$ cat config.mk
export PLATFORM = sky130hd
export DESIGN_NAME = mdr_fetch_ctrl_flat
export DESIGN_NICKNAME = d
export VERILOG_FILES = /design/src/rtl/mdr_fetch_ctrl_pkg.sv /design/src/rtl/mdr_fetch_ctrl_if.sv /design/src/rtl/mdr_fetch_ctrl_wait_cnt.sv /design/src/rtl/mdr_fetch_ctrl.sv /design/src/flat_wrapper.sv
export SDC_FILE = /design/constraint.sdc
export NUM_CORES = 1
export LEC_CHECK = 0
export CAP_MARGIN = 10
export CORE_MARGIN = 5
export CORE_UTILIZATION = 37
export DETAILED_ROUTE_END_ITERATION = 8
export PLACE_DENSITY = 0.71
export SKIP_LAST_GASP = 1
export SYNTH_ARGS = -nofsm -noshare
export SYNTH_HDL_FRONTEND = slang
export SYNTH_HIERARCHICAL = 1
export SYNTH_SLANG_ARGS = --single-unit
$ cat constraint.sdc
create_clock -name clk -period 1.35 [get_ports clk]
set_input_delay 0.135 -clock clk [delete_from_list [all_inputs] [get_ports clk]]
set_output_delay 0.135 -clock clk [all_outputs]
set_load 0.02 [all_outputs]
$ cat src/rtl/mdr_fetch_ctrl_pkg.sv
// ============================================================================
// Module      : mdr_ctrl_pkg
// Description : Shared types and constants for the MDR fetch controller.
//               Holds the FSM state encoding, default widths, and the MDR
//               byte width that the MDR itself also uses.
// Revision    : 1.0 - initial release
// ============================================================================
`default_nettype none

package mdr_ctrl_pkg;

  localparam int DEF_ADDR_W         = 8;
  localparam int DEF_BYTES_PER_WORD = 2;
  localparam int DEF_TIMEOUT        = 15;
  localparam int MDR_BYTE_W         = 8;

  typedef enum logic [2:0] {
    ST_IDLE  = 3'd0,
    ST_REQ   = 3'd1,
    ST_SHIFT = 3'd2,
    ST_DONE  = 3'd3,
    ST_ERR   = 3'd4
  } state_t;

  // Counter width that still works for a single-entry range.
  function automatic int cnt_w(input int n);
    return (n > 1) ? $clog2(n) : 1;
  endfunction

endpackage

`default_nettype wire

$ cat src/rtl/mdr_fetch_ctrl_if.sv
// ============================================================================
// Module      : mdr_fetch_ctrl_if
// Description : Bundles the control-unit request, memory port and MDR strobes
//               of the fetch controller. The slave modport is the controller,
//               the master modport is its environment.
// Revision    : 1.0 - initial release
// ============================================================================
`default_nettype none

interface mdr_fetch_ctrl_if
  import mdr_ctrl_pkg::*;
#(
  parameter int ADDR_W = DEF_ADDR_W
);
  logic              start;
  logic [ADDR_W-1:0] start_addr;
  logic              mem_ack;
  logic              mem_re;
  logic [ADDR_W-1:0] mem_addr;
  logic              mdr_shift;
  logic              busy;
  logic              done;
  logic              err;

  modport master (
    output start, start_addr, mem_ack,
    input  mem_re, mem_addr, mdr_shift, busy, done, err
  );

  modport slave (
    input  start, start_addr, mem_ack,
    output mem_re, mem_addr, mdr_shift, busy, done, err
  );
endinterface

`default_nettype wire

$ cat src/rtl/mdr_fetch_ctrl_wait_cnt.sv
// ============================================================================
// Module      : mdr_wait_cnt
// Description : Clear/enable wait counter with a terminal flag. The flag is
//               high while the count equals LIMIT-1, so the LIMIT-th enabled
//               cycle is the one that sees it.
// Revision    : 1.0 - initial release
// ============================================================================
`default_nettype none

module mdr_wait_cnt #(
  parameter int LIMIT = 15
) (
  input  logic clk,
  input  logic rst_n,
  input  logic i_clr,
  input  logic i_en,
  output logic o_tc
);

  localparam int CW = $clog2(LIMIT + 1);

  logic [CW-1:0] r_cnt;

  // Count enabled cycles; clear has priority so every wait period starts at zero.
  always_ff @(posedge clk or negedge rst_n) begin
    if (!rst_n) begin
      r_cnt <= '0;
    end else if (i_clr) begin
      r_cnt <= '0;
    end else if (i_en) begin
      r_cnt <= r_cnt + CW'(1);
    end
  end

  assign o_tc = (r_cnt == CW'(LIMIT - 1));

endmodule

`default_nettype wire

$ cat src/rtl/mdr_fetch_ctrl.sv
// ============================================================================
// Module      : mdr_fetch_ctrl
// Description : Sequences the MDR during a multi-byte fetch: one memory read
//               per byte (mem_re doubles as the MDR capture strobe), a single
//               shift strobe between bytes, then a one-cycle done pulse.
//               Optional macro MDR_FETCH_TIMEOUT_EN adds a per-byte ack
//               timeout that aborts through an ERR state with a sticky err.
// Revision    : 1.0 - initial release
// ============================================================================
`default_nettype none

module mdr_fetch_ctrl
  import mdr_ctrl_pkg::*;
#(
  parameter int ADDR_W         = DEF_ADDR_W,
  parameter int BYTES_PER_WORD = DEF_BYTES_PER_WORD,
  parameter int TIMEOUT        = DEF_TIMEOUT
) (
  input  logic                 clk,
  input  logic                 rst_n,
  mdr_fetch_ctrl_if.slave      bus
);

  localparam int              CNT_W     = cnt_w(BYTES_PER_WORD);
  localparam logic [CNT_W-1:0] LAST_BYTE = CNT_W'(BYTES_PER_WORD - 1);

  state_t            r_state;
  state_t            w_state_nxt;
  logic [ADDR_W-1:0] r_addr;
  logic [CNT_W-1:0]  r_byte_cnt;

  logic w_accept;
  logic w_ack_req;
  logic w_last;
  logic w_timeout;
  logic w_mem_re;
  logic w_shift;
  logic w_busy;
  logic w_done;

  // Start is only honoured in IDLE; ack only counts while a read is requested.
  assign w_accept  = (r_state == ST_IDLE) && bus.start;
  assign w_ack_req = (r_state == ST_REQ) && bus.mem_ack;
  assign w_last    = (r_byte_cnt == LAST_BYTE);

`ifdef MDR_FETCH_TIMEOUT_EN
  logic w_tc;
  logic r_err_sticky;

  // Held in clear outside REQ so each byte gets a fresh wait budget.
  mdr_wait_cnt #(
    .LIMIT (TIMEOUT)
  ) u_wait_cnt (
    .clk   (clk),
    .rst_n (rst_n),
    .i_clr (r_state != ST_REQ),
    .i_en  ((r_state == ST_REQ) && !bus.mem_ack),
    .o_tc  (w_tc)
  );

  assign w_timeout = w_tc;

  // Abort flag stays up after ERR until the next fetch is accepted.
  always_ff @(posedge clk or negedge rst_n) begin
    if (!rst_n) begin
      r_err_sticky <= 1'b0;
    end else if (w_accept) begin
      r_err_sticky <= 1'b0;
    end else if (r_state == ST_ERR) begin
      r_err_sticky <= 1'b1;
    end
  end

  assign bus.err = (r_state == ST_ERR) || r_err_sticky;
`else
  logic w_unused_timeout;

  assign w_timeout        = 1'b0;
  assign bus.err          = 1'b0;
  assign w_unused_timeout = ^32'(TIMEOUT);
`endif

  // State register.
  always_ff @(posedge clk or negedge rst_n) begin
    if (!rst_n) begin
      r_state <= ST_IDLE;
    end else begin
      r_state <= w_state_nxt;
    end
  end

  // Byte address and byte counter: load on accept, advance on each captured byte.
  always_ff @(posedge clk or negedge rst_n) begin
    if (!rst_n) begin
      r_addr     <= '0;
      r_byte_cnt <= '0;
    end else if (w_accept) begin
      r_addr     <= bus.start_addr;
      r_byte_cnt <= '0;
    end else if (w_ack_req) begin
      r_addr <= r_addr + ADDR_W'(1);
      if (!w_last) begin
        r_byte_cnt <= r_byte_cnt + CNT_W'(1);
      end
    end
  end

  // Next-state and Moore output decode; ack beats a coincident timeout.
  always_comb begin
    w_state_nxt = r_state;
    w_mem_re    = 1'b0;
    w_shift     = 1'b0;
    w_busy      = 1'b1;
    w_done      = 1'b0;
    case (r_state)
      ST_IDLE: begin
        w_busy = 1'b0;
        if (bus.start) begin
          w_state_nxt = ST_REQ;
        end
      end
      ST_REQ: begin
        w_mem_re = 1'b1;
        if (bus.mem_ack) begin
          w_state_nxt = w_last ? ST_DONE : ST_SHIFT;
        end else if (w_timeout) begin
          w_state_nxt = ST_ERR;
        end
      end
      ST_SHIFT: begin
        w_shift     = 1'b1;
        w_state_nxt = ST_REQ;
      end
      ST_DONE: begin
        w_done      = 1'b1;
        w_state_nxt = ST_IDLE;
      end
      ST_ERR: begin
        w_done      = 1'b1;
        w_state_nxt = ST_IDLE;
      end
      default: begin
        w_busy      = 1'b0;
        w_state_nxt = ST_IDLE;
      end
    endcase
  end

  assign bus.mem_re    = w_mem_re;
  assign bus.mem_addr  = r_addr;
  assign bus.mdr_shift = w_shift;
  assign bus.busy      = w_busy;
  assign bus.done      = w_done;

endmodule

`default_nettype wire
$ cat src/flat_wrapper.sv
// flat-port wrapper written by rule: the top's interface ports become plain ports
module mdr_fetch_ctrl_flat import mdr_ctrl_pkg::*;
#(
  parameter int ADDR_W         = DEF_ADDR_W,
  parameter int BYTES_PER_WORD = DEF_BYTES_PER_WORD,
  parameter int TIMEOUT        = DEF_TIMEOUT
)
  (clk, rst_n, bus_start, bus_start_addr, bus_mem_ack, bus_mem_re, bus_mem_addr, bus_mdr_shift, bus_busy, bus_done, bus_err);
  mdr_fetch_ctrl_if #(.ADDR_W(ADDR_W)) bus_i ();
  input  logic clk;
  input  logic rst_n;
  input wire logic [$bits(bus_i.start)-1:0] bus_start;
  input wire logic [$bits(bus_i.start_addr)-1:0] bus_start_addr;
  input wire logic [$bits(bus_i.mem_ack)-1:0] bus_mem_ack;
  output wire logic [$bits(bus_i.mem_re)-1:0] bus_mem_re;
  output wire logic [$bits(bus_i.mem_addr)-1:0] bus_mem_addr;
  output wire logic [$bits(bus_i.mdr_shift)-1:0] bus_mdr_shift;
  output wire logic [$bits(bus_i.busy)-1:0] bus_busy;
  output wire logic [$bits(bus_i.done)-1:0] bus_done;
  output wire logic [$bits(bus_i.err)-1:0] bus_err;
  assign bus_i.start = bus_start;
  assign bus_i.start_addr = bus_start_addr;
  assign bus_i.mem_ack = bus_mem_ack;
  assign bus_mem_re = bus_i.mem_re;
  assign bus_mem_addr = bus_i.mem_addr;
  assign bus_mdr_shift = bus_i.mdr_shift;
  assign bus_busy = bus_i.busy;
  assign bus_done = bus_i.done;
  assign bus_err = bus_i.err;
  mdr_fetch_ctrl #(.ADDR_W(ADDR_W), .BYTES_PER_WORD(BYTES_PER_WORD), .TIMEOUT(TIMEOUT)) u_core (.clk(clk), .rst_n(rst_n), .bus(bus_i));
endmodule
# --- Word-level counts from Yosys, hierarchy flattened ---
# Index checks and enable logic that the tools add are counted.
totals:
  latchBits: 0
  mem_bits_ro: 0
  elab_cells: 31
  out_inout_bits: 13
  inputBits: 12
  mem_bits_rw: 0
  register_bits: 12
  n_memories: 0
classes:
  n_reduce_logical: 7
  n_eq_ne: 6
  muxes: 13
  div: 0
  n_lt_le_gt_ge: 0
  add_sub_neg: 2
  bitwise_logic: 0
  multipliers: 0
  shift: 0
ops:
  columns: ["cell", "n"]
  rows:
  - ["2-to-1 mux 8 bit", 2]
  - ["case mux 3 bit (3 select lines)", 1]
  - ["adder 8 x 1 -> 8 bit (second input constant)", 1]
  - ["2-to-1 mux 1 bit", 8]
  - ["== test 3 x 2 -> 1 bit (second input constant)", 2]
  - ["2-to-1 mux 3 bit", 2]
  - ["!= test 2 bit (second input constant)", 2]
  - ["OR reduction 4 bit", 1]
  - ["== test 3 x 1 -> 1 bit (second input constant)", 1]
  - ["== test 3 bit (second input constant)", 1]
  - ["logical NOT 3 bit", 1]
  - ["logical AND 1 bit", 2]
  - ["AND reduction 2 bit", 1]
  - ["nonzero test 2 bit", 1]
  - ["OR reduction 2 bit", 1]
  - ["adder 1 bit (second input constant)", 1]

# --- Logic depth before layout (Yosys ltp) ---
# Gate-level depths: netlist (run 1).
depth:
  ltp_word: 4
  depth_mapped: 6
  mapped_depth_nobuf: 4

# --- Worst setup path before layout (run 1) ---
# Ideal clock, no wire load.
synth_path:
  path_kind: "reg2reg"
  from: "register u_core.r_addr[2] (netlist: u_core/bus.mem_addr[2])"
  to: "register u_core.r_addr[7] (netlist: u_core/bus.mem_addr[7])"
  arrival_ns: 1.327
  path_stages_with_launch: 4
  setup_time_ns: 0.082
  synth_period_minus_slack_ns: 1.409
  path_buffers: 0
  path_slack_ns: -0.059
  required_time_ns: 1.268
  path_cell_list: "dfrtp_1 > nand4b_4 > or4_1 > a31oi_1"
synth_between:
  elab_chain_len: 3
synth_rtl:
  columns: ["item", "line_no", "source"]
  rows:
  - ["from (decl)", "mdr_fetch_ctrl.sv:29", "logic [ADDR_W-1:0] r_addr;"]
  - ["from (signal assigned)", "mdr_fetch_ctrl.sv:98", "r_addr <= bus.start_addr;"]
  - ["from (signal assigned)", "mdr_fetch_ctrl.sv:101", "r_addr <= r_addr + ADDR_W'(1);"]
  - ["adder 8 x 1 -> 8 bit", "mdr_fetch_ctrl.sv:101", null]
  - ["2-to-1 mux 8 bit", "mdr_fetch_ctrl.sv:100", "end else if (w_ack_req) begin"]
  - ["2-to-1 mux 8 bit", "mdr_fetch_ctrl.sv:97", "end else if (w_accept) begin"]
# No other way between the ends. The select of a mux whose other input is x is not followed.
# A chain may end at the register's enable or synchronous reset.

# --- Final worst setup path (run 1) ---
layout_path:
  from: "register u_core.r_state[1]"
  to: "register u_core.r_addr[3] (netlist: u_core/bus.mem_addr[3])"
layout_between:
  elab_chain_len: 3
  elab_cells_between_ends: 6
  cone_classes: "1 x eq/ne; 1 x mux; 4 x reduce/logical"
layout_rtl:
  columns: ["item", "line_no", "source"]
  rows:
  - ["from (decl)", "mdr_fetch_ctrl.sv:27", "state_t r_state;"]
  - ["from (signal assigned)", "mdr_fetch_ctrl.sv:88", "r_state <= w_state_nxt;"]
  - ["== test 3 x 1 -> 1 bit or logical NOT 3 bit (tied branches)", "mdr_fetch_ctrl.sv:43, mdr_fetch_ctrl.sv:42", null]
  - ["logical AND 1 bit (on tied branches)", "mdr_fetch_ctrl.sv:43, mdr_fetch_ctrl.sv:42", null]
  - ["nonzero test 2 bit (no line) or 2-to-1 mux 8 bit (tied branches)", null, null]
# Several ways; a longest one is shown, not always the timed one.

==> metrics.csv, run 1 <==
metric,value,unit
Synth-to-Final Area Change,53.88,%
Yosys Warn Count,6,
Hold Buf Count CTS,0,
multi-input logic area,335.3,um^2
Mean Syn Cell Area,9.432,um^2
P per Cell Area,2190,nW/um^2
Synth top area share,44.90,%
failing checks,setup timing,
status,"complete, but fails checks",
# IOs,25,
critical path launch point type,flip-flop,
"Seq/Total Area, Yosys",44.90,%
HP Class,input pin to async pin,
number of synthesized flops with an enable pin,0,
"most used cell, CP",buf_6,
arrival time of the worst setup path,1.56,ns
routed via count,606,
clock sink total,11,
Peak Freq,713.4,MHz
Num CTS Buffers,3,
met1 Track Usage GR,13.72,%
final hold viol count,0,
unrepaired setup endpoints after global routing,true,
slew margin rel.,66.53,%
Worst-Margin Slew,0.5005,ns
final setup margin,-0.05169,ns
grt met3 use,2.959,%
Worst-Skew Late Latency,0.27,ns
"FFs w/ async S/R, synth",100.0,%
Die Span X,50.71,um
vias in the first global route,543,
# port buffers,23,
fin util,61.20,%
CTS tree,done,
drt pass-1 iters,4,
Starting Density,39.77,%
die height,50.71,um
gr ovfl total,0,
Slew Limit Fails,0,
Synth top cells by count,"dfrtp_1, nor2_1, a31oi_1, nand2_1, o21ai_0",
Synth area leader,dfrtp_1,
clock period minus worst slack,1.402,ns
clock transition at the registers of the reported paths,0.07,ns
ranking of synthesized cells by area,"dfrtp_1, a31oi_1, nor2_1, o21ai_0, or3_1",
total wire length,1640,um
initial antenna violation count,0,
final setup vio count,9,
first-pass GRT wire length,2394,um
CTS Root Cell,clkbuf_4,
# fillers,158,
CP Capture Type,flip-flop,
placed inst area,860.8,um^2
Antenna Nets Post-Route,0,
largest net degree at the start of global routing,18,
Synth Instances,65,
Synth cell types,27,
syn_nets,78,
Core Area,1541,um^2
worst path required time,1.51,ns
CTS H-tree lvls,1,
critical path's largest stage delay,0.45,ns
slowest stage cell on the critical path,dfrtp_2,
crit path launch,u_core/r_state[1],
Rows,14,
Clock Skew,0.001619,ns
drt initial violations,14,
post-DP HPWL,1075,um
fin crit share,103.8,%
Leakage,0.4009,nW
DRC Markers,0,
WL per Instance,14.51,um
Most used DFF post-synth,dfrtp_1,
Worst IR Drop VDD,1.194,mV
Synth Cell Area,613.1,um^2
overall global routing resource usage,12.48,%
cell with the most instances after synthesis,dfrtp_1,
post-synthesis register bit count,11,
area occupied by registers,281.5,um^2
max cap viols,0,
Avg Vias per Cell,5.363,
GR peak layer,met2,
kind of critical path,flip-flop to flip-flop,
nets,111,
GR Util met2,19.42,%
Placer Congestion,0.7642,
"Cell Chain, Critical Path",buf_6 -> or3b_4 -> buf_6 -> nor2_1 -> a31oi_1,
antenna cells,0,
worst-path fanout max,9,
final instance area,943.4,um^2
die area,2571,um^2
CTS max path bufs,2,
layout cells sized above 1,28.87,%
worst r2r src,u_core/r_state[1],
## stage by stage
stage / power (mW) / setup slack [ns] / TNS [ns] / hold slack, ns / instances
floorplan: 1.348 / 0.007395 / 0 / -0.1606 / 65
global placement: 1.785 / -0.2254 / -1.113 / 0.4572 / 103
detailed placement: 1.815 / -0.2461 / -1.223 / 0.4656 / 103
CTS: 1.976 / -0.1736 / -0.5230 / 0.1973 / 109
global route: 2.214 / -0.1065 / -0.6492 / 0.2213 / 113
finish: 2.066 / -0.05169 / -0.2096 / 0.1932 / 113
## placed cells by master (no fill, tap or decap), types with 2 or more instances in the layout
cell type and instances:
a21oi_1 3, a31oi_1 5, buf_4 5, buf_6 3, clkbuf_2 2, clkbuf_4 3, clkdlybuf4s50_1 11, dfrtp_1 6
dfrtp_2 5, dlygate4sd2_1 8, nand2_1 4, nand4_1 2, nor2_1 4, nor2_2 4, nor2b_1 2, o21ai_0 5
or3_1 4, xor2_1 2
## area by class of cell
type,instances,area share [%]
clock buffers,4,2.785
inverters,1,0.3979
multi-input cells,50,35.54
flip-flops and latches,11,29.84
well taps,16,2.122
repair buffers,31,29.31
## sequential cells by signal (all words and copies together) (netlist names)
name / flops
u_core/r_byte_cnt: 1
u_core/r_state: 2
u_core/bus.mem_addr: 8
## report_power, final
part           total, mW  leakage (nW)  switching (mW)  internal (mW)
Combinational       1.11         0.267           0.581          0.530
Sequential         0.721         0.119           0.218          0.504
Clock              0.234        0.0150           0.120          0.115
## metal layers
metal | share of wire [%] | up-vias
li1 | - | 299
met1 | 42 | 289
met2 | 51 | 16
met3 | 5.5 | 2
met4 | 1.6 | 0
met5 | 0 | -
## cell families (layout without fill, tap and decap cells)
kind of cell,Yosys count,in the layout,share of synthesized area (%)
AND/OR/NAND/NOR,29,30,28.57
adder cells (fa/ha/maj),1,1,2.040
AO/OA/AOI/OAI,15,15,14.08
flip-flops,11,11,44.90
multiplexers,1,1,1.633
other,1,1,0.6117
buffers and inverters,5,36,5.306
XOR/XNOR,2,2,2.858
## critical path: cells and delay by family (launching register included)
family	cells	cell delay (ns)
buf+inv	2	0.28
simple gates	2	0.50
compound gates	1	0.05
flops	1	0.45
## worst paths after layout
| kind | to | cells after the start | slack [ns] |
|---|---|---|---|
| min reg2reg | u_core/r_byte_cnt | 2 | 0.49 |
| min | u_core/bus.mem_addr[4] | 1 | 0.19 |
| min in group clk | u_core/bus.mem_addr[0] | 3 | 0.43 |
| max in group asynchronous | u_core/r_state[0] | 1 | 0.79 |
| max | u_core/bus.mem_addr[3] | 5 | -0.05 |
| max reg2reg | u_core/bus.mem_addr[3] | 5 | -0.05 |
## what timing repair did
action | in CTS | in global routing
setup buffers | 2 | 2
gates resized for setup | 17 | 16
hold endpoints to repair | 0 | 0
pin swaps | 0 | 3
endpoints found under the setup margin | 13 | 13
cloned | 0 | 2
Power figures use the tool's default switching activity.
==> run 2: changes to the inputs <==
--- a/config.mk
+++ b/config.mk
@@ -6,10 +6,11 @@
 export NUM_CORES = 1
 export LEC_CHECK = 0
 export CAP_MARGIN = 10
-export CORE_MARGIN = 5
-export CORE_UTILIZATION = 37
+export CORE_AREA = 5 5 42 44
 export DETAILED_ROUTE_END_ITERATION = 8
-export PLACE_DENSITY = 0.71
+export DIE_AREA = 0 0 47 49
+export DONT_BUFFER_PORTS = 1
+export PLACE_DENSITY = 0.61
 export SKIP_LAST_GASP = 1
 export SYNTH_ARGS = -nofsm -noshare
 export SYNTH_HDL_FRONTEND = slang
==> metrics.csv, run 2 (synthesis gave the netlist of run 1 again) <==
metric,value,unit
status,"complete, but fails checks",
failing checks,setup timing,
max cap viols,0,
worst-path fanout max,11,
Net Sw Power,0.8843,mW
"commonest non-fill, non-tap cell in the layout",buf_4,
CTS H-tree lvls,1,
Avg Vias per Cell,5.451,
clock sink total,11,
hold path depth,2,
Core Area,1401,um^2
worst path required time,1.50,ns
P per Cell Area,2471,nW/um^2
worst r2r path cells,5,
setup tns final,-0.03417,ns
Clock Skew,0.002318,ns
fin crit share,101.8,%
Placer Congestion,0.7060,
total wire length,1413,um
P_int,1.212,mW
arrival time of the worst setup path,1.53,ns
worst r2r src,u_core/r_state[1],
# IOs,25,
drt pass-1 iters,4,
Synth-to-Final Area Change,38.37,%
slew margin rel.,66.25,%
gr ovfl total,0,
die area,2303,um^2
slowest stage cell on the critical path,dfrtp_1,
drt initial violations,14,
Die Span X,47,um
fin util,60.54,%
Flop pwr share,30.4,%
Worst-Margin Slew,0.5046,ns
kind of critical path,flip-flop to flip-flop,
CTS tree,done,
Rows,14,
Leakage,0.3675,nW
antenna cells,0,
Worst-Skew Late Latency,0.27,ns
post-DP HPWL,1022,um
crit path launch,u_core/r_state[1],
# fillers,130,
final setup vio count,2,
"Cell Chain, Critical Path",buf_6 -> or3b_4 -> buf_8 -> nor2_1 -> a31oi_1,
unrepaired setup endpoints after global routing,true,
DRC Markers,0,
switching part of the total power,42.18,%
CTS max path bufs,2,
Worst IR Drop VDD,1.034,mV
Top delay family on crit path,simple AND/OR/NAND/NOR gates,
final hold viol count,0,
CTS Root Cell,clkbuf_4,
Num CTS Buffers,3,
HP Class,input pin to flip-flop,
final setup margin,-0.02478,ns
Comb pwr share,58.7,%
overall global routing resource usage,13.52,%
clock period minus worst slack,1.375,ns
clock transition at the registers of the reported paths,0.07,ns
vias in the first global route,511,
Antenna Nets Post-Route,0,
DP Worst Slack,0.001356,ns
most frequent cells in the layout,"buf_4, dfrtp_1, buf_6",
initial antenna violation count,0,
r2r setup slk,-0.02,ns
max reg flops,8,
CP Capture Type,flip-flop,
Hold Crit Start,bus_start_addr[2],
largest net degree at the start of global routing,12,
final hold slack,0.009613,ns
reg2reg end,u_core/bus.mem_addr[4],
layout cells sized above 1,38.37,%
die height,49,um
WL per Instance,13.85,um
Starting Density,43.75,%
routed via count,556,
Slew Limit Fails,0,
Hold Path Sink,u_core/bus.mem_addr[2],
critical path launch point type,flip-flop,
nets,100,
Clock power frac,10.9,%
# port buffers,0,
Peak Freq,727.4,MHz
critical path's largest stage delay,0.41,ns
Buf/Inv on CP,2,
first-pass GRT wire length,2228,um
-- run 2: power groups by stage --
| stage | Sequential (mW) | Combinational [mW] | Clock [mW] |
|---|---|---|---|
| 2_1_floorplan | 0.797 | 0.550 | 0 |
| 4_1_cts | 0.633 | 1.10 | 0.239 |
| 5_1_grt | 0.668 | 1.34 | 0.255 |
| 6_report | 0.638 | 1.23 | 0.228 |
| 3_5_place_dp | 0.652 | 1.02 | 0 |
| 3_3_place_gp | 0.646 | 1.00 | 0 |
-- run 2: worst max path at each step --
stage,end,cells past startpoint
after floorplan,u_core/bus.mem_addr[6],4
after CTS,u_core/bus.mem_addr[4],5
after global placement,u_core/bus.mem_addr[7],3
after global routing,u_core/bus.mem_addr[0],5
final,u_core/bus.mem_addr[4],5
after detailed placement,u_core/bus.mem_addr[7],3
-- run 2: layout make-up --
type	instances	area, um^2	share of cell area (%)
clock buffer	4	26.28	3.097
multi-input combinational	49	322.8	38.05
tap	16	20.02	2.360
timing repair buffer	21	196.4	23.16
inverter	1	3.754	0.4425
sequential	11	279.0	32.89
-- run 2: per-layer routing --
metal / part of all wire, % / global-route usage [%] / wire, um / up-vias
li1: - / - / - / 277
met1: 39 / 16.59 / 553 / 260
met2: 51 / 19.68 / 718 / 15
met3: 8.1 / 4.428 / 115 / 4
met4: 1.8 / 8.295 / 25 / 0
met5: 0 / 0 / 0 / -
-- run 2: repair_timing --
action,CTS,global route
cloned,0,0
endpoints found under the hold margin,12,0
hold buffers,2,0
buffers inserted,2,4
resized for setup,2,14
pin swaps,1,8
endpoints found under the setup margin,3,10
-- run 2: stage by stage --
| step | total power, mW | std cells | cell area, um^2 |
|---|---|---|---|
| 6_report | 2.096 | 102 | 848.3 |
| 5_1_grt | 2.266 | 102 | 848.3 |
| 4_1_cts | 1.971 | 98 | 773.2 |
| 3_5_place_dp | 1.670 | 90 | 705.7 |
| 3_3_place_gp | 1.647 | 90 | 705.7 |
| 2_1_floorplan | 1.348 | 65 | 629.4 |
